===== config.mk =====
export PLATFORM = sky130hd
export DESIGN_NAME = cost_evaluator_flat
export DESIGN_NICKNAME = d
export VERILOG_FILES = /design/src/rtl/cost_evaluator_if.sv /design/src/rtl/cost_evaluator.sv /design/src/flat_wrapper.sv
export SDC_FILE = /design/constraint.sdc
export NUM_CORES = 1
export LEC_CHECK = 0
export ABC_AREA = 1
export ABC_CLOCK_PERIOD_IN_PS = 3800
export BUFFER_PORTS_ARGS = -buffer_cell sky130_fd_sc_hd__clkbuf_2
export CAP_MARGIN = 20
export CORE_AREA = 5 5 130 120
export DETAILED_ROUTE_END_ITERATION = 16
export DIE_AREA = 0 0 135 125
export MAX_ROUTING_LAYER = met4
export REMOVE_ABC_BUFFERS = 1
export SETUP_SLACK_MARGIN = 0.05
export SLEW_MARGIN = 10
export SYNTH_ARGS = -nofsm -noshare
export SYNTH_HDL_FRONTEND = slang
export SYNTH_SLANG_ARGS = --single-unit

===== constraint.sdc =====
create_clock -name clk -period 3.8 [get_ports clk]
set_clock_uncertainty 0.1 [all_clocks]
set_input_delay 0.19 -clock clk [delete_from_list [all_inputs] [get_ports clk]]
set_output_delay 0.19 -clock clk [all_outputs]
set_load 0.03 [all_outputs]

===== src/rtl/cost_evaluator_if.sv =====
// Bundles the cost evaluator's job, permutation, cost-table and result signals.
// Latency: none (wiring only).
// Backpressure: none; the permutation source is paced by the next_perm request pulse.
interface cost_evaluator_if #(
  parameter int COST_W = 7,
  parameter int SUM_W  = 10,
  parameter int CNT_W  = 16
);
  logic              go;
  logic              perm_valid;
  logic [23:0]       perm_data;
  logic              next_perm;
  logic [2:0]        W;
  logic [2:0]        J;
  logic [COST_W-1:0] Cost;
  logic              busy;
  logic              Valid;
  logic [SUM_W-1:0]  MinCost;
  logic [CNT_W-1:0]  MatchCount;

  // Environment side: starts jobs, supplies permutations and table costs.
  modport master (
    output go, perm_valid, perm_data, Cost,
    input  next_perm, W, J, busy, Valid, MinCost, MatchCount
  );

  // Evaluator side.
  modport slave (
    input  go, perm_valid, perm_data, Cost,
    output next_perm, W, J, busy, Valid, MinCost, MatchCount
  );
endinterface


===== src/rtl/cost_evaluator.sv =====
// Sums cost-table entries over each worker->job permutation; tracks the minimum sum and how many permutations hit it.
// Latency: go/perm latch -> W=0 next cycle, UPD 10 cycles later, Valid 11 cycles later for the last permutation.
// Backpressure: none; one permutation is requested (next_perm) only after the previous one is scored.
module cost_evaluator #(
  parameter int COST_W = 7,
  parameter int SUM_W  = 10,
  parameter int CNT_W  = 16
) (
  input  logic          clk,
  input  logic          rst,
  cost_evaluator_if.slave bus
);

  typedef enum logic [2:0] {
    IDLE  = 3'd0,
    WAITP = 3'd1,
    FETCH = 3'd2,
    ACC   = 3'd3,
    UPD   = 3'd4,
    DONE  = 3'd5
  } state_t;

  // Lexicographically last permutation: worker 0 -> job 7 ... worker 7 -> job 0.
  localparam logic [23:0] LAST_PERM = 24'o76543210;

  state_t           state;
  logic [23:0]      perm;
  logic [SUM_W-1:0] sum;
  logic [2:0]       k;
  logic [2:0]       k_next;
  logic             first;
  logic [2:0]       w_q;
  logic [2:0]       j_q;
  logic             next_perm_q;
  logic             busy_q;
  logic             valid_q;
  logic [SUM_W-1:0] min_cost;
  logic [CNT_W-1:0] match_count;
  logic [SUM_W-1:0] cost_ext;

  // Worker k's job index sits in the 3-bit field starting at bit 23-3k.
  function automatic logic [2:0] field_of(input logic [23:0] p, input logic [2:0] idx);
    logic [23:0] sh;
    sh = p << (3 * idx);
    return sh[23:21];
  endfunction

  assign k_next   = k + 3'd1;
  assign cost_ext = SUM_W'(bus.Cost);

  // Control FSM with all outputs and datapath registers updated on the same edge.
  always_ff @(posedge clk or posedge rst) begin
    if (rst) begin
      state       <= IDLE;
      perm        <= '0;
      sum         <= '0;
      k           <= '0;
      first       <= 1'b1;
      w_q         <= '0;
      j_q         <= '0;
      next_perm_q <= 1'b0;
      busy_q      <= 1'b0;
      valid_q     <= 1'b0;
      min_cost    <= '0;
      match_count <= '0;
    end else begin
      next_perm_q <= 1'b0;
      valid_q     <= 1'b0;
      case (state)
        IDLE: begin
          if (bus.go) begin
            perm   <= bus.perm_data;
            sum    <= '0;
            first  <= 1'b1;
            k      <= '0;
            w_q    <= 3'd0;
            j_q    <= field_of(bus.perm_data, 3'd0);
            busy_q <= 1'b1;
            state  <= FETCH;
          end
        end
        WAITP: begin
          if (bus.perm_valid) begin
            perm  <= bus.perm_data;
            sum   <= '0;
            k     <= '0;
            w_q   <= 3'd0;
            j_q   <= field_of(bus.perm_data, 3'd0);
            state <= FETCH;
          end
        end
        FETCH: begin
          // Cost arriving now belongs to the worker addressed one cycle earlier.
          if (k != 3'd0) begin
            sum <= sum + cost_ext;
          end
          if (k == 3'd7) begin
            state <= ACC;
          end else begin
            k   <= k_next;
            w_q <= k_next;
            j_q <= field_of(perm, k_next);
          end
        end
        ACC: begin
          sum         <= sum + cost_ext;
          next_perm_q <= (perm != LAST_PERM);
          state       <= UPD;
        end
        UPD: begin
          if (first || (sum < min_cost)) begin
            min_cost    <= sum;
            match_count <= CNT_W'(1);
            first       <= 1'b0;
          end else if (sum == min_cost) begin
            if (match_count != '1) begin
              match_count <= match_count + CNT_W'(1);
            end
          end
          if (perm == LAST_PERM) begin
            valid_q <= 1'b1;
            state   <= DONE;
          end else begin
            state <= WAITP;
          end
        end
        DONE: begin
          busy_q <= 1'b0;
          state  <= IDLE;
        end
        default: begin
          busy_q <= 1'b0;
          state  <= IDLE;
        end
      endcase
    end
  end

  assign bus.W          = w_q;
  assign bus.J          = j_q;
  assign bus.next_perm  = next_perm_q;
  assign bus.busy       = busy_q;
  assign bus.Valid      = valid_q;
  assign bus.MinCost    = min_cost;
  assign bus.MatchCount = match_count;

endmodule


===== src/flat_wrapper.sv =====
// flat-port wrapper written by rule: the top's interface ports become plain ports
module cost_evaluator_flat 
#(
  parameter int COST_W = 7,
  parameter int SUM_W  = 10,
  parameter int CNT_W  = 16
)
  (clk, rst, bus_go, bus_perm_valid, bus_perm_data, bus_Cost, bus_next_perm, bus_W, bus_J, bus_busy, bus_Valid, bus_MinCost, bus_MatchCount);
  cost_evaluator_if #(.COST_W(COST_W), .SUM_W(SUM_W), .CNT_W(CNT_W)) bus_i ();
  input  logic clk;
  input  logic rst;
  input wire logic [$bits(bus_i.go)-1:0] bus_go;
  input wire logic [$bits(bus_i.perm_valid)-1:0] bus_perm_valid;
  input wire logic [$bits(bus_i.perm_data)-1:0] bus_perm_data;
  input wire logic [$bits(bus_i.Cost)-1:0] bus_Cost;
  output wire logic [$bits(bus_i.next_perm)-1:0] bus_next_perm;
  output wire logic [$bits(bus_i.W)-1:0] bus_W;
  output wire logic [$bits(bus_i.J)-1:0] bus_J;
  output wire logic [$bits(bus_i.busy)-1:0] bus_busy;
  output wire logic [$bits(bus_i.Valid)-1:0] bus_Valid;
  output wire logic [$bits(bus_i.MinCost)-1:0] bus_MinCost;
  output wire logic [$bits(bus_i.MatchCount)-1:0] bus_MatchCount;
  assign bus_i.go = bus_go;
  assign bus_i.perm_valid = bus_perm_valid;
  assign bus_i.perm_data = bus_perm_data;
  assign bus_i.Cost = bus_Cost;
  assign bus_next_perm = bus_i.next_perm;
  assign bus_W = bus_i.W;
  assign bus_J = bus_i.J;
  assign bus_busy = bus_i.busy;
  assign bus_Valid = bus_i.Valid;
  assign bus_MinCost = bus_i.MinCost;
  assign bus_MatchCount = bus_i.MatchCount;
  cost_evaluator #(.COST_W(COST_W), .SUM_W(SUM_W), .CNT_W(CNT_W)) u_core (.clk(clk), .rst(rst), .bus(bus_i));
endmodule

==> out/results.ini, run 1 <==
[yosys]
post_synth_num_cell_types=40
synth_top_family_by_area=simple AND/OR/NAND/NOR gates
synthXorXnorAreaFrac_pct=1.970
avgSynthCellArea_um2=7.088
ys_seq_area_share_pct=37.87
synth.mux.area_fraction_pct=0
synth-compound-area-share_pct=10.11
synth_edf_count=0
syn_inst=681
yosys_warnings=0
ys_ff_latch=73
ys.flop_type=dfrtp_1
async_flop_share_pct=100.0
synth_area_mm2=0.004827
synthAdderAreaFrac_pct=7.050
synthSimpleGateAreaFrac_pct=32.84

[finish]
drive_above_1_share_pct=14.93
diodes=0
area_growth_pct=21.85
nets=833

[cts]
htreeDepth=3
cts_root_buf=clkbuf_16
path_clk_slew_ps=60
post_cts_buffers=0
cts_sinks=73
insertion_delay_ps=340
cts_buffers=9
cts_buffer_depth=2
cts_tree=built

[grt]
grt_use_total_pct=15.43
antenna_found_initial=0
met1_usage_pct=20.47
gr-usage-met2_pct=23.60
grt_pass1_wl_um=20540
grt_pass1_vias=4228
grt.met3_usage_pct=4.337
grt_max_degree=48
gr-total-overflow=0
busiest_layer=met2

[setup_path]
worstPathCellList=buf_4 -> ha_1 -> ha_1 -> inv_1 -> fa_1 -> clkinv_1 -> nand2_1 -> nor2_1 -> nand2_1 -> nand3_1 -> nand2_1 -> nand2_1 -> nand2_1 -> nand2_1 -> nand2_1
cp_max_fo=33
crit_path_top_delay_cell=fa_1
cp.arrival_ps=3350
worstSetupPathType=reg2reg
worstSetupStartpointType=flip-flop
critical_path_buf_inv_count=3
worstPathRequired_ps=3980
reg2reg_depth=15
crit_top_cell=nand2_1
end_kind=flip-flop
crit_cells=15
cpLargestDelayFamily=adder cells
critPathMaxStageDelay_ps=750

[placement]
place_congestion=0.8680
hpwl_um=9188
io_buffers=69

[floorplanning]
die_x_um=135
start_util_pct=33.90
rows=42
core_mm2=0.01424
die_h_um=125
ioPinCount=70
fp.dieArea_mm2=0.01688

[power_and_ir_drop]
power_density_mw_per_mm2=886.7
p_int_uw=2578
power_frac_comb_pct=59.3
ir_drop_mv=0.4682
clkPwrFrac_pct=16.0
p_leak_uw=0.003040
p_sw_share_pct=50.57
seqPwrFrac_pct=24.6
switchingPower_uw=2637

[routing]
drcViolationCount=0
first_pass_iters=5
drt-total-wl_um=12160
final_antenna_net_count=0
vias_per_cell=4.632
vias=4516
drt_iter0_markers=298
post_drt_wl_per_cell_um=12.47

[sta]
hold_viol=0
rsz0062_at_grt=false
timing.fmax_mhz=315.2
whs_ps=25.13
max_slew_margin_pct=42.92
maxSlewViolCount=0
fin_crit_ps=3172
fin_crit_sh_pct=83.48
fin_setup_tns_ps=0
tightest_slew_ps=856.2
setup_viol=0

[run]
cap_violations=0

[hold_path]
min_path_cells=3
hold_path.class=in2reg

[status]
status=completed

## layer usage
layer | wire, um | share of wire [%]
met3 | 581 | 4.8
met1 | 5935 | 49
met5 | 0 | 0
met2 | 5517 | 45
met4 | 121 | 1.0
## final timing paths
kind / start / end / slack (ps)
setup / recovery: u_core.k[0]$_DFFE_PP0P_ / u_core.bus.J[1]$_DFFE_PP0P_ / 630
hold / removal: bus_perm_data[23] / u_core.perm[23]$_DFFE_PP0P_ / 30
setup reg to reg: u_core.k[0]$_DFFE_PP0P_ / u_core.bus.J[1]$_DFFE_PP0P_ / 630
hold reg to reg: u_core.bus.J[0]$_DFFE_PP0P_ / u_core.bus.J[0]$_DFFE_PP0P_ / 390
max in group asynchronous: rst / u_core.first$_DFFE_PP1P_ / 2270
min in group asynchronous: rst / u_core.bus.MinCost[5]$_DFFE_PP0P_ / 430
## cell usage in the layout, fill, tap and decap left out, types with 3 or more instances in the layout
master	n
nand2_1	226
inv_1	90
dfrtp_1	72
clkbuf_2	69
nand3_1	59
o21ai_0	51
nor2_1	40
dlygate4sd3_1	25
ha_1	24
a21oi_1	15
nand4_1	15
clkbuf_16	9
o21ai_1	8
xor2_1	7
o22ai_1	5
buf_4	5
inv_2	4
nor2_2	4
nor3_1	4
o211ai_1	3
nand2_2	3
nand3_2	3
clkbuf_8	3
## synth_stat cells, types with 2 or more instances
master / count / area share (%)
o21ai_1: 8 / 0.83
o21ai_0: 51 / 5.3
dfrtp_1: 72 / 37
o21bai_1: 2 / 0.31
inv_2: 4 / 0.31
fa_1: 2 / 0.83
xor2_1: 7 / 1.3
nor4_1: 2 / 0.26
o21a_1: 2 / 0.31
nor2_2: 4 / 0.52
nand2_2: 3 / 0.39
nor2_4: 2 / 0.47
nor2_1: 40 / 3.1
nand2_4: 2 / 0.47
nand4_1: 15 / 1.9
xnor2_1: 2 / 0.36
nor3_1: 4 / 0.41
inv_1: 91 / 7.1
and3_1: 2 / 0.26
buf_6: 4 / 0.93
o22ai_1: 5 / 0.65
a21oi_2: 2 / 0.36
o211ai_1: 3 / 0.47
ha_1: 24 / 6.2
nand3_1: 59 / 6.1
nand2_1: 226 / 18
clkinv_1: 2 / 0.16
a21oi_1: 15 / 1.6
nand3_2: 3 / 0.62
buf_2: 13 / 1.3
## cell families (layout without fill, tap and decap cells)
group	after synthesis	in the layout
XOR/XNOR	10	10
AND/OR/NAND/NOR	365	365
adder cells (fa/ha/maj)	26	26
flip-flops	73	73
buffers and inverters	117	213
AO/OA/AOI/OAI	90	90
## stage by stage
stage	std cells	util [%]	area [um2]	power, uW	setup slack (ps)
after global routing	975	41.30	5882	5762	359.3
after global placement	934	37.48	5338	4370	688.0
after floorplan	662	-	4706	3562	76.37
final	975	41.30	5882	5215	627.9
after detailed placement	934	37.48	5338	4377	660.5
after CTS	975	41.30	5882	5270	630.4
## worst reg2reg max path: stages, from the launching register on
cell      delay [ps]
dfrtp_1          370
buf_4            230
ha_1             250
ha_1             350
inv_1             90
fa_1             750
clkinv_1         340
nand2_1          160
nor2_1            50
nand2_1           50
nand3_1           70
nand2_1           80
nand2_1           50
nand2_1           80
nand2_1           50
nand2_1           50
## power groups by stage
stage | clock [uW] | sequential, uW | combinational [uW]
2_1_floorplan | 0 | 1450 | 2110
3_3_place_gp | 0 | 1300 | 3070
3_5_place_dp | 0 | 1300 | 3080
4_1_cts | 867 | 1290 | 3120
5_1_grt | 895 | 1320 | 3540
6_report | 837 | 1290 | 3090
## layout make-up
| class | count | area, um2 |
|---|---|---|
| fill | 1496 | 8359 |
| multi-input combinational | 491 | 2509 |
| sequential | 73 | 1828 |
| timing repair buffer | 99 | 633.1 |
| inverter | 98 | 370.4 |
| clock buffer | 13 | 270.3 |
| tap | 198 | 247.7 |
| clock inverter | 3 | 23.77 |
## sequential cells by signal (all words and copies together), names as in the netlist
name,flops
u_core.bus.MinCost,10
u_core.bus.busy,1
u_core.bus.next_perm,1
u_core.first,1
u_core.bus.Valid,1
u_core.k,3
u_core.perm,24
u_core.sum,10
u_core.bus.J,3
u_core.state,3
u_core.bus.MatchCount,16
## timing repair
action,4_1_cts,5_1_grt
hold buffers,25,0
endpoints found under the hold margin,71,0
resized for setup,0,0
Note: power is estimated with default switching activity, not from simulation.
==> run 2, diff against run 1 <==
- ABC_CLOCK_PERIOD_IN_PS: 3800 -> 2900
- clock period: 3.8 -> 2.9 ns (I/O delays scaled with it)
==> run 2 against run 1 <==
Effect of this change: worst hold slack got worse by 15 ps; fmax grew 23%; power is 34% higher; critical path depth down 3; largest cell class unchanged; largest power group unchanged.
==> out/results.ini, run 2 (synthesis gave the netlist of run 1 again) <==
[grt]
grt_max_degree=49  ; +2.1%
grt_pass1_vias=4266  ; +0.90%
grt_pass1_wl_um=20750  ; +1.0%
grt_use_total_pct=15.65  ; +0.22 points
antenna_found_initial=0  ; unchanged
gr-total-overflow=0  ; unchanged

[finish]
area_growth_pct=23.22
fill_cells=1495  ; -0.067%
seq_area_mm2=0.001828  ; unchanged
layout_commonest_cell=nand2_1
diodes=0  ; unchanged
final_cell_mix=nand2_1, inv_1, dfrtp_1, clkbuf_2, nand3_1
utilization_pct=41.77  ; +0.47 points
nets=838  ; +0.60%
drive_above_1_share_pct=15.47  ; +0.54 points
largest_reg_flops=24  ; unchanged
multi_input_area_mm2=0.002509  ; unchanged
final_cells=980  ; +0.51%
largest-register=u_core.perm

[routing]
drt-total-wl_um=12290  ; +1.1%
vias_per_cell=4.597  ; -0.75%
vias=4505  ; -0.24%
post_drt_wl_per_cell_um=12.54  ; +0.61%
drt_iter0_markers=297  ; -0.34%
first_pass_iters=6  ; +1
drcViolationCount=0  ; unchanged
final_antenna_net_count=0  ; unchanged

[sta]
setup_viol=0  ; unchanged
maxSlewViolCount=0  ; unchanged
rsz0062_at_grt=false
fin_crit_sh_pct=89.09  ; +5.6 points
hold_viol=0  ; unchanged
tightest_slew_ps=906.8  ; +50.60 ps
max_slew_margin_pct=39.55  ; -3.4 points
fin_crit_ps=2584  ; -588.6 ps
timing.fmax_mhz=387.1  ; +23%

[power_and_ir_drop]
p_leak_uw=0.003075  ; +1.2%
power_density_mw_per_mm2=1174  ; +32%
power_frac_comb_pct=58.7  ; -0.6 points
switchingPower_uw=3473  ; +32%
p_int_uw=3509  ; +36%
seqPwrFrac_pct=24.2  ; -0.4 points
clkPwrFrac_pct=17.0  ; +1.0 points
p_sw_share_pct=49.74  ; -0.83 points
ir_drop_mv=0.6589  ; +41%

[floorplanning]
rows=42  ; unchanged
start_util_pct=33.90  ; unchanged
die_x_um=135  ; unchanged
die_h_um=125  ; unchanged
core_mm2=0.01424  ; unchanged
ioPinCount=70  ; unchanged
fp.dieArea_mm2=0.01688  ; unchanged

[cts]
htreeDepth=3  ; unchanged
cts_sinks=73  ; unchanged
post_cts_buffers=0  ; unchanged
insertion_delay_ps=350  ; about the same
cts_buffer_depth=2  ; unchanged
cts_root_buf=clkbuf_16
cts_buffers=9  ; unchanged
cts_tree=built
path_clk_slew_ps=60  ; about the same

[run]
cap_violations=0  ; unchanged

[setup_path]
rrSetupSlack_ps=320  ; -310 ps
cp_max_fo=5  ; -85%
end_kind=flip-flop
worstSetupStartpointType=flip-flop
worstSetupPathType=reg2reg
cp.arrival_ps=2720  ; -630 ps
worstPathRequired_ps=3040  ; -940 ps

[placement]
hpwl_um=9185  ; about the same
io_buffers=69  ; unchanged
place_congestion=0.9088  ; +4.7%
dp.cells=938  ; +0.43%

[status]
status=completed

[hold_path]
hold_path.class=in2reg

## run 2: changes by cell type in the layout (fill, tap and decap cells not counted)
cell           previous run  this run
clkinv_4                  1         0
inv_6                     0         1
buf_4                     5         9
dlygate4sd3_1            25        26
bufinv_16                 0         1
clkinv_1                  2         1
## run 2: cell type report
type,instances,area share (%)
repair buffers,104,11.32
multi-input cells,491,42.18
flip-flops and latches,73,30.73
clock buffers,13,4.544
clock inverters,3,0.7783
inverters,98,6.289
well taps,198,4.165
## run 2: final timing paths
path,from,cells after the start,end
worst max-delay path,u_core.k[0]$_DFFE_PP0P_,12,u_core.bus.J[1]$_DFFE_PP0P_
worst min-delay path,bus_perm_valid,3,u_core.state[0]$_DFFE_PP0P_
worst max register to register,u_core.k[0]$_DFFE_PP0P_,12,u_core.bus.J[1]$_DFFE_PP0P_
worst min register to register,u_core.bus.J[2]$_DFFE_PP0P_,2,u_core.bus.J[2]$_DFFE_PP0P_
max in group asynchronous,rst,4,u_core.perm[19]$_DFFE_PP0P_
min in group asynchronous,rst,3,u_core.bus.MinCost[4]$_DFFE_PP0P_
## run 2: worst max-delay path, stage by stage, from the launching register on
cell and delay, ps:
dfrtp_1 390, ha_1 210, ha_1 360, inv_1 100
fa_1 410, xnor2_1 410, inv_1 140, nand3_1 110
nand2_1 60, nand2_1 50, nand2_1 50, nand2_1 50
nand2_1 40
## run 2: layer usage
layer / vias to the layer above / global-route usage [%] / share of wire (%)
met2: 92 / 24.30 / 45
met5: - / - / 0
li1: 2361 / - / -
met4: 0 / 4.564 / 1.2
met1: 2040 / 20.29 / 48
met3: 12 / 3.976 / 5.1
## run 2: timing repair
action	CTS	global route
hold endpoints to repair	71	0
gates resized for setup	0	1
setup endpoints to repair	0	1
hold buffers	26	0
## run 2: power groups by stage
stage	clock network (uW)	registers, uW	logic, uW
global route	1260	1740	4730
finish	1190	1690	4100
CTS	1220	1690	4120
floorplan	0	1900	2760
global placement	0	1700	4060
detailed placement	0	1700	4080
## run 2: per-stage QoR
stage / setup WS [ps] / area (um2) / total power, uW / TNS (ps) / hold WS, ps
floorplan: -823.6 / 4706 / 4668 / -2377 / 161.7
global placement: 379.5 / 5368 / 5762 / 0 / 250.7
detailed placement: 286.7 / 5368 / 5785 / 0 / 257.7
CTS: 275.9 / 5944 / 7031 / 0 / 5.998
global route: 50.34 / 5948 / 7729 / 0 / 64.90
finish: 316.4 / 5948 / 6982 / 0 / 9.775
==> run 3, diff against run 2 <==
- RECOVER_POWER: not set -> 50
==> run 3 against run 2 <==
Effect of this change: global-route usage did not move; critical path depth did not move; combinational power fell by 1%; wire length rose by 0.39%; the flow now finishes with violations (max-capacitance violations, max-slew violations); final cell count did not move; flip-flop and latch count did not move; final area fell by 0.95%; first-iteration DRC count rose by 4.0%.
==> out/results.ini, run 3 (synthesis gave the netlist of run 1 again) <==
[routing]
drcViolationCount=0  ; unchanged
vias_per_cell=4.580  ; -0.38%
vias=4488  ; -0.38%
post_drt_wl_per_cell_um=12.59  ; +0.39%
final_antenna_net_count=0  ; unchanged
drt_iter0_markers=309  ; +4.0%
drt-total-wl_um=12340  ; +0.39%
first_pass_iters=4  ; -2

[finish]
final_area_mm2=0.005892  ; -0.95%
utilization_pct=41.37  ; -0.40 points
final_cell_mix=nand2_1, inv_1, dfrtp_1, nand3_1, o21ai_0
largest-register=u_core.perm
drive_above_1_share_pct=10.61  ; -4.9 points
nets=838  ; unchanged
diodes=0  ; unchanged
area_growth_pct=22.06
layout_commonest_cell=nand2_1
largest_reg_flops=24  ; unchanged
final_cells=980  ; unchanged
fill_cells=1502  ; +0.47%

[power_and_ir_drop]
p_leak_uw=0.002962  ; -3.7%
ir_drop_mv=0.6578  ; -0.17%
power_density_mw_per_mm2=1178  ; +0.35%

[floorplanning]
fp.dieArea_mm2=0.01688  ; unchanged
ioPinCount=70  ; unchanged
start_util_pct=33.90  ; unchanged
rows=42  ; unchanged
die_h_um=125  ; unchanged
die_x_um=135  ; unchanged
core_mm2=0.01424  ; unchanged

[grt]
antenna_found_initial=0  ; unchanged
grt_max_degree=49  ; unchanged
grt_pass1_wl_um=20750  ; unchanged
gr-total-overflow=0  ; unchanged
grt_pass1_vias=4266  ; unchanged
grt_use_total_pct=15.65  ; unchanged

[sta]
max_slew_margin_pct=-29.75  ; -69 points
fin_crit_sh_pct=89.17  ; about the same
fin_crit_ps=2586  ; +2.483 ps
hold_viol=0  ; unchanged
rsz0062_at_grt=false
fin_setup_tns_ps=0  ; unchanged
tightest_slew_ps=1944  ; +1037 ps
timing.fmax_mhz=386.7  ; about the same
maxSlewViolCount=49  ; +49
setup_slack_ps=313.9  ; -2.483 ps
setup_viol=0  ; unchanged

[placement]
place_congestion=0.9088  ; unchanged
dp_worst_setup_slack_ps=286.7  ; unchanged
io_buffers=69  ; unchanged
hpwl_um=9185  ; unchanged
dp.cells=938  ; unchanged
post_dp_cell_area_mm2=0.005368  ; unchanged

[cts]
cts_buffer_depth=2  ; unchanged
cts_root_buf=clkbuf_16
path_clk_slew_ps=60  ; about the same
cts_tree=built
cts_sinks=73  ; unchanged
cts_buffers=9  ; unchanged
htreeDepth=3  ; unchanged
insertion_delay_ps=340  ; about the same

[setup_path]
worstPathRequired_ps=3030  ; about the same
reg2reg_depth=12  ; unchanged
crit_start=u_core.k[0]$_DFFE_PP0P_
crit_top_cell=nand2_1
worstSetupPathType=reg2reg
cpLargestDelayFamily=adder cells
cp-endpoint=u_core.bus.J[1]$_DFFE_PP0P_
critical_path_buf_inv_count=2  ; unchanged
crit_cells=12  ; unchanged
r2r_start=u_core.k[0]$_DFFE_PP0P_
crit_path_top_delay_cell=fa_1
end_kind=flip-flop
rrSetupSlack_ps=310  ; about the same
cp_max_fo=5  ; unchanged
worstPathCellList=ha_1 -> ha_1 -> inv_1 -> fa_1 -> xnor2_1 -> inv_1 -> nand3_1 -> nand2_1 -> nand2_1 -> nand2_1 -> nand2_1 -> nand2_1
reg2reg_to=u_core.bus.J[1]$_DFFE_PP0P_
worstSetupStartpointType=flip-flop
cp.arrival_ps=2720  ; about the same
critPathMaxStageDelay_ps=410  ; about the same

[status]
status=complete, but fails checks
violations=max-capacitance violations, max-slew violations

[hold_path]
hold_path.class=in2reg

[run]
cap_violations=1  ; +1

==> run 3: cell type report <==
| type | count | area [um2] | share of cell area (%) |
|---|---|---|---|
| tap | 198 | 247.7 | 4.205 |
| clock inverter | 3 | 46.29 | 0.7857 |
| inverter | 98 | 372.9 | 6.328 |
| clock buffer | 13 | 270.3 | 4.587 |
| multi-input combinational | 491 | 2499 | 42.41 |
| timing repair buffer | 104 | 628.1 | 10.66 |
| sequential | 73 | 1828 | 31.03 |
==> run 3: through the flow <==
step                      power (uW)  hold WS, ps
final                           6940        13.36
after global routing            7684        64.90
after CTS                       7031        5.998
after detailed placement        5785        257.7
after global placement          5762        250.7
after floorplan                 4668        161.7
==> run 3: routing by layer <==
layer,vias to the layer above,global-route usage (%),part of all wire [%]
met2,78,24.30,45
li1,2363,-,-
met1,2041,20.29,50
met4,0,4.564,0.66
met3,6,3.976,4.3
met5,-,-,0
==> run 3: where the power goes <==
part | switching [uW] | internal (uW)
logic | 2730 | 1330
clock network | 446 | 740
registers | 292 | 1400
total | 3470 | 3470
==> run 3: worst min path at each step <==
| stage | from | slack [ps] | cells after the start | endpoint |
|---|---|---|---|---|
| after floorplan | bus_perm_data[3] | 160 | 2 | u_core.perm[3]$_DFFE_PP0P_ |
| after global placement | rst | 250 | 2 | u_core.bus.MinCost[5]$_DFFE_PP0P_ |
| after detailed placement | bus_perm_data[16] | 260 | 3 | u_core.perm[16]$_DFFE_PP0P_ |
| after CTS | bus_perm_valid | 6 | 3 | u_core.state[0]$_DFFE_PP0P_ |
| after global routing | bus_perm_valid | 60 | 3 | u_core.state[0]$_DFFE_PP0P_ |
| final | bus_perm_valid | 10 | 3 | u_core.state[0]$_DFFE_PP0P_ |
==> run 3: worst register-to-register path, stage by stage, from the launching register on <==
cell	delay, ps
dfrtp_1	390
ha_1	210
ha_1	360
inv_1	100
fa_1	410
xnor2_1	410
inv_1	140
nand3_1	110
nand2_1	60
nand2_1	50
nand2_1	50
nand2_1	50
nand2_1	40
==> run 3: repair_timing <==
| item | 4_1_cts | 5_1_grt |
|---|---|---|
| setup buffers | 0 | 0 |
| setup endpoints to repair | 0 | 1 |
| hold buffers | 26 | 0 |
| hold endpoints to repair | 71 | 0 |
| gates resized for setup | 0 | 1 |
